$ cat src/rtl/mem_arbiter_pkg.sv
// mem_arbiter_pkg: shared state encodings, stall vectors and watchdog width for the memory arbiter.
package mem_arbiter_pkg;
    typedef enum logic [2:0] {
        IDLE   = 3'd0,
        D_WAIT = 3'd1,
        I_WAIT = 3'd2,
        D_DONE = 3'd3,
        I_DONE = 3'd4
    } state_t;
    localparam logic [5:0] STALL_NONE = 6'b000000;
    localparam logic [5:0] STALL_IF   = 6'b000011;
    localparam logic [5:0] STALL_MEM  = 6'b011111;
    localparam int WDOG_W = 8;
endpackage

$ cat src/rtl/mem_arbiter_bus_wdog.sv
// mem_arbiter_bus_wdog: bus wait counter that flags expiry once it reaches the loaded limit.
module mem_arbiter_bus_wdog import mem_arbiter_pkg::*; (
    input  logic              clk,
    input  logic              rst,
    input  logic              clr,
    input  logic              en,
    input  logic [WDOG_W-1:0] limit,
    output logic              expired
);
    logic [WDOG_W-1:0] cnt;
    always_ff @(posedge clk) begin
        cnt <= (!rst || clr) ? '0 : en ? cnt + 1'b1 : cnt;
    end
    assign expired = cnt == limit;
endmodule

$ cat src/rtl/mem_arbiter.sv
// mem_arbiter: serialises fetch and data accesses onto one bus, data first, with fetch buffer and watchdog.
module mem_arbiter import mem_arbiter_pkg::*; #(
    parameter int TIMEOUT = 255
) (
    input  logic        clk,
    input  logic        rst,
    input  logic        if_ce,
    input  logic [31:0] if_addr,
    output logic [31:0] if_data,
    output logic        if_ready,
    input  logic        mem_ce,
    input  logic        mem_we,
    input  logic [3:0]  mem_sel,
    input  logic [31:0] mem_addr,
    input  logic [31:0] mem_wdata,
    output logic [31:0] mem_rdata,
    output logic        mem_ready,
    output logic        bus_req,
    output logic        bus_we,
    output logic [3:0]  bus_sel,
    output logic [31:0] bus_addr,
    output logic [31:0] bus_wdata,
    input  logic [31:0] bus_rdata,
    input  logic        bus_ack,
    output logic [5:0]  stall,
    output logic        bus_err
);
    state_t state, next;
    logic ibuf_valid, expired, waiting, fin, fetch_go;

    assign waiting   = state == D_WAIT || state == I_WAIT;
    assign fin       = waiting && (bus_ack || expired);
    assign fetch_go  = if_ce && !ibuf_valid;
    assign bus_req   = waiting;
    assign mem_ready = state == D_DONE;
    assign stall     = (mem_ce && state != D_DONE) ? STALL_MEM : fetch_go ? STALL_IF : STALL_NONE;
    assign if_ready  = ibuf_valid && !stall[1];

    // The limit is one less than TIMEOUT because the count starts at 0 on the first wait cycle.
    mem_arbiter_bus_wdog u_wdog (
        .clk     (clk),
        .rst     (rst),
        .clr     (!waiting),
        .en      (waiting && !bus_ack),
        .limit   (WDOG_W'(TIMEOUT - 1)),
        .expired (expired)
    );

    always_comb begin
        next = state;
        case (state)
            IDLE:    next = mem_ce ? D_WAIT : fetch_go ? I_WAIT : IDLE;
            D_WAIT:  next = fin ? D_DONE : D_WAIT;
            I_WAIT:  next = fin ? I_DONE : I_WAIT;
            default: next = IDLE;
        endcase
    end

    always_ff @(posedge clk) begin
        if (!rst) begin
            state      <= IDLE;
            bus_we     <= 1'b0;
            bus_sel    <= '0;
            bus_addr   <= '0;
            bus_wdata  <= '0;
            if_data    <= '0;
            mem_rdata  <= '0;
            ibuf_valid <= 1'b0;
            bus_err    <= 1'b0;
        end else begin
            state <= next;
            if (state == IDLE && mem_ce) begin
                bus_we    <= mem_we;
                bus_sel   <= mem_sel;
                bus_addr  <= mem_addr;
                bus_wdata <= mem_wdata;
            end else if (state == IDLE && fetch_go) begin
                bus_we    <= 1'b0;
                bus_sel   <= 4'hF;
                bus_addr  <= if_addr;
                bus_wdata <= '0;
            end
            if (fin && state == D_WAIT) mem_rdata <= bus_ack ? bus_rdata : '0;
            if (fin && state == I_WAIT) if_data <= bus_ack ? bus_rdata : '0;
            if (waiting && expired && !bus_ack) bus_err <= 1'b1;
            // A flushed fetch (if_ce low in I_DONE) never becomes valid.
            ibuf_valid <= (state == I_DONE && if_ce) || (ibuf_valid && !if_ready && if_ce);
        end
    end
endmodule

$ cat config.mk
export PLATFORM = sky130hd
export DESIGN_NAME = mem_arbiter
export DESIGN_NICKNAME = d
export VERILOG_FILES = /design/src/rtl/mem_arbiter_pkg.sv /design/src/rtl/mem_arbiter_bus_wdog.sv /design/src/rtl/mem_arbiter.sv
export SDC_FILE = /design/constraint.sdc
export NUM_CORES = 1
export LEC_CHECK = 0
export BUFFER_PORTS_ARGS = -buffer_cell sky130_fd_sc_hd__buf_2
export CAP_MARGIN = 20
export CORE_ASPECT_RATIO = 0.9
export CORE_MARGIN = 2
export CORE_UTILIZATION = 51
export DETAILED_ROUTE_END_ITERATION = 16
export PLACE_DENSITY = 0.95
export RECOVER_POWER = 25
export SLEW_MARGIN = 10
export SYNTH_ARGS = -nofsm -noshare
export SYNTH_HDL_FRONTEND = slang
export SYNTH_SLANG_ARGS = --single-unit
$ cat constraint.sdc
create_clock -name clk -period 3.5 [get_ports clk]
set_clock_uncertainty 0.1 [all_clocks]
set_input_delay 0.175 -clock clk [delete_from_list [all_inputs] [get_ports clk]]
set_output_delay 0.175 -clock clk [all_outputs]
set_load 0.1 [all_outputs]
==> impl_metrics.tcl <==
set metrics [dict create \
    endpoint_kind "output pin" \
    r2r-end "bus_addr[3]$_SDFFE_PN0P_" \
    grt_pass1_wl_mm 36.7 \
    cts_sinks 146 \
    final_nets 1189 \
    yosysSeqAreaShare 0.467 \
    postRouteAntennaNets 0 \
    r2r_cells 5 \
    drc_errors 0 \
    antenna_found_initial 1 \
    insertion_delay_ps 400 \
    p_sw_frac 0.409 \
    finalSetupTns_ps 0 \
    place_ws_ps 1250 \
    critical_path.max_fanout 11 \
    period_share 0.786 \
    cp_num_cells 5 \
    worstReg2RegStart "state[1]$_SDFF_PN0_" \
    grt_max_degree 78 \
    first_pass_iters 6 \
    worstSetupEndpoint "stall[0]" \
    pwr-share-comb 0.324 \
    vias 7125 \
    status "complete, no violations" \
    yosysWarnings 0 \
    setup_viol 0 \
    cp.arrival_ps 2480 \
    slowest_delay_ps 660 \
    synth.top_cell.area_share 0.467 \
    start_util 0.520 \
    synth.distinct_cells 44 \
    htreeDepth 4 \
    synth_area_leaders "dfxtp_1 (47%), o21ai_0 (7.6%), a21oi_2 (7.0%)" \
    wl_per_cell_microns 19.8 \
    worst_slack_ps 748 \
    async_reset_ff_frac 0 \
    syn_inst 678 \
    drv_slew 0 \
    hold_path_class "in2reg" \
    cts_tree "done" \
    crit_path_start "state[0]$_SDFF_PN0_" \
    dp_hpwl_mm 12.0 \
    crit_buf_inv 2 \
    final_cell_area_sq_mm 0.00934 \
    power.internal_uw 3100 \
    port_buffers 279 \
    clk_pin_slew_ps 60 \
    place_area_sq_mm 0.00752 \
    synth.avg_cell_area_sq_um 9.22 \
    syn2layout_area_growth_pct 49.4 \
    p_sw_uw 2150 \
    rows 38 \
    crit_slowest_cell "dfxtp_1" \
    p_leak_uw 0.00386 \
    wl_mm 24.2 \
    gp_congestion 0.816 \
    drt-initial-drc-count 715 \
    cpLargestDelayFamily "flip-flops" \
    grtUsageTotal 0.356 \
    max_slew_margin 0.179 \
    num_antenna_cells 0 \
    fin_crit_ps 2750 \
    synth_area_leader_cell "dfxtp_1" \
    crit_required_ps 3220 \
    netlist_top_cells_count "dfxtp_1 (146), o21ai_0 (95), nand3_1 (67)" \
    ctsResizeCount 0 \
    die_area_sq_mm 0.0132 \
    numCtsBuffers 17 \
    regToRegSetupSlack_ps 800 \
    drive_above_1_share 0.298 \
    place_inst 1056 \
    coreArea_sq_mm 0.0120 \
    startpoint_type "flip-flop" \
    hold_viol 0 \
    vdd_ir_drop_max_mv 0.460 \
    io_pins 281 \
    clkPwrFrac 0.325 \
    layout.cells.non_filler 1222 \
    cellPowerDensity_mw_per_mm2 562 \
    worstSetupPathType "reg2out" \
    rsz0062_at_grt "false" \
    synth.most_common_cell "dfxtp_1" \
    synth_flop_cell "dfxtp_1" \
    clock.fmax_mhz 363 \
    fin_util 0.777 \
    min_path_cells 3 \
    path_cells "nand2_1 -> o21ai_0 -> inv_1 -> or2_2 -> buf_2" \
    synth_area_sq_mm 0.00625 \
    synth_edf_count 0 \
    overflow 0 \
    via_per_inst 5.83 \
    fillers 735 \
    syn_nets 818 \
    die_y_microns 109 \
    seqPwrFrac 0.352 \
    die_width_microns 121 \
    clockBufferDepth 2 \
    first_global_vias 7052 \
    cap_viol_max_count 0 \
    ys_ff_latch 146 \
    tightest_slew_ps 1240 \
    clk_root_buffer_cell "clkbuf_16" \
]
metrics by stage:
stage / total power [uW] / hold WS [ps]
floorplan: 3090 / 194
finish: 5250 / 22.7
global placement: 3330 / 317
detailed placement: 3350 / 320
global route: 5410 / 18.3
CTS: 5180 / 0.597
layout make-up:
class	instances	area (sq um)	share of cell area
inverter	4	15.0	0.00161
multi-input combinational	458	2910	0.311
clock inverter	15	124	0.0133
tap	160	200	0.0214
sequential	146	2920	0.313
timing repair buffer	422	2750	0.294
clock buffer	17	425	0.0455
worst min-delay path: cells and delay by family:
kind                   cells  cell delay (ps)
AO/OA/AOI/OAI              2              180
buffers and inverters      1              110
layer usage:
metal,up-vias,global-route usage,wire [microns]
met3,160,0.102,1800
met1,3347,0.379,8620
met4,0,0.252,1630
met5,-,0,0
met2,482,0.611,12200
li1,3136,-,-
power groups by stage:
stage               logic (uW)  clock network [uW]  registers [uW]
floorplan                  471                   0            2620
global placement          1470                   0            1860
detailed placement        1480                   0            1870
CTS                       1630                1710            1830
global route              1760                1790            1860
finish                    1700                1710            1850
registers in the layout, summed over array words and instances (netlist names):
| name | flops |
|---|---|
| bus_addr | 32 |
| bus_sel | 4 |
| bus_wdata | 32 |
| mem_rdata | 32 |
| bus_we | 1 |
| state | 3 |
| ibuf_valid | 1 |
| u_wdog.cnt | 8 |
| bus_err | 1 |
| if_data | 32 |
layout by cell type (no fill, tap or decap), types with 2 or more instances in the layout:
cell type,netlist,layout
nand3_1,67,67
inv_6,0,4
xor2_1,7,7
a21oi_2,50,50
nand2_1,39,39
a21boi_1,27,27
clkinvlp_4,0,4
o221a_2,4,4
nor2b_1,35,35
nor2_1,15,15
dfxtp_1,146,146
inv_8,0,2
dlygate4sd3_1,0,133
buf_2,15,207
nor3b_1,4,4
clkinv_2,0,2
and2_1,3,2
o21ai_1,4,4
o21a_1,2,2
clkbuf_1,34,71
a22oi_1,33,33
inv_1,4,4
buf_4,7,9
a21boi_0,37,37
nand4_1,3,3
o21ai_0,95,95
ha_1,2,2
a21oi_1,14,14
clkinv_4,0,3
clkbuf_16,0,17
worst min-delay path by stage:
stage	slack, ps	endpoint	startpoint
4_1_cts	0.6	bus_addr[12]$_SDFFE_PN0P_	mem_addr[12]
3_3_place_gp	320	bus_addr[19]$_SDFFE_PN0P_	if_addr[19]
6_report	20	bus_addr[12]$_SDFFE_PN0P_	mem_addr[12]
2_1_floorplan	190	ibuf_valid$_SDFF_PN0_	if_ce
5_1_grt	20	bus_addr[12]$_SDFFE_PN0P_	mem_addr[12]
3_5_place_dp	320	ibuf_valid$_SDFF_PN0_	if_ce
timing repair:
| item | in CTS | in global routing |
|---|---|---|
| endpoints found under the hold margin | 133 | 0 |
| setup buffers | 0 | 0 |
| hold buffers | 133 | 0 |
logic make-up (layout without fill, tap and decap cells):
group	count (synthesis)	in the layout	share of synthesized area
AO/OA/AOI/OAI	271	271	0.296
AND/OR/NAND/NOR	176	176	0.149
flip-flops	146	146	0.467
buffers and inverters	74	458	0.0690
XOR/XNOR	8	8	0.0142
adder cells (fa/ha/maj)	2	2	0.00400
other	1	1	0.000600
Power figures use the tool's default switching activity.
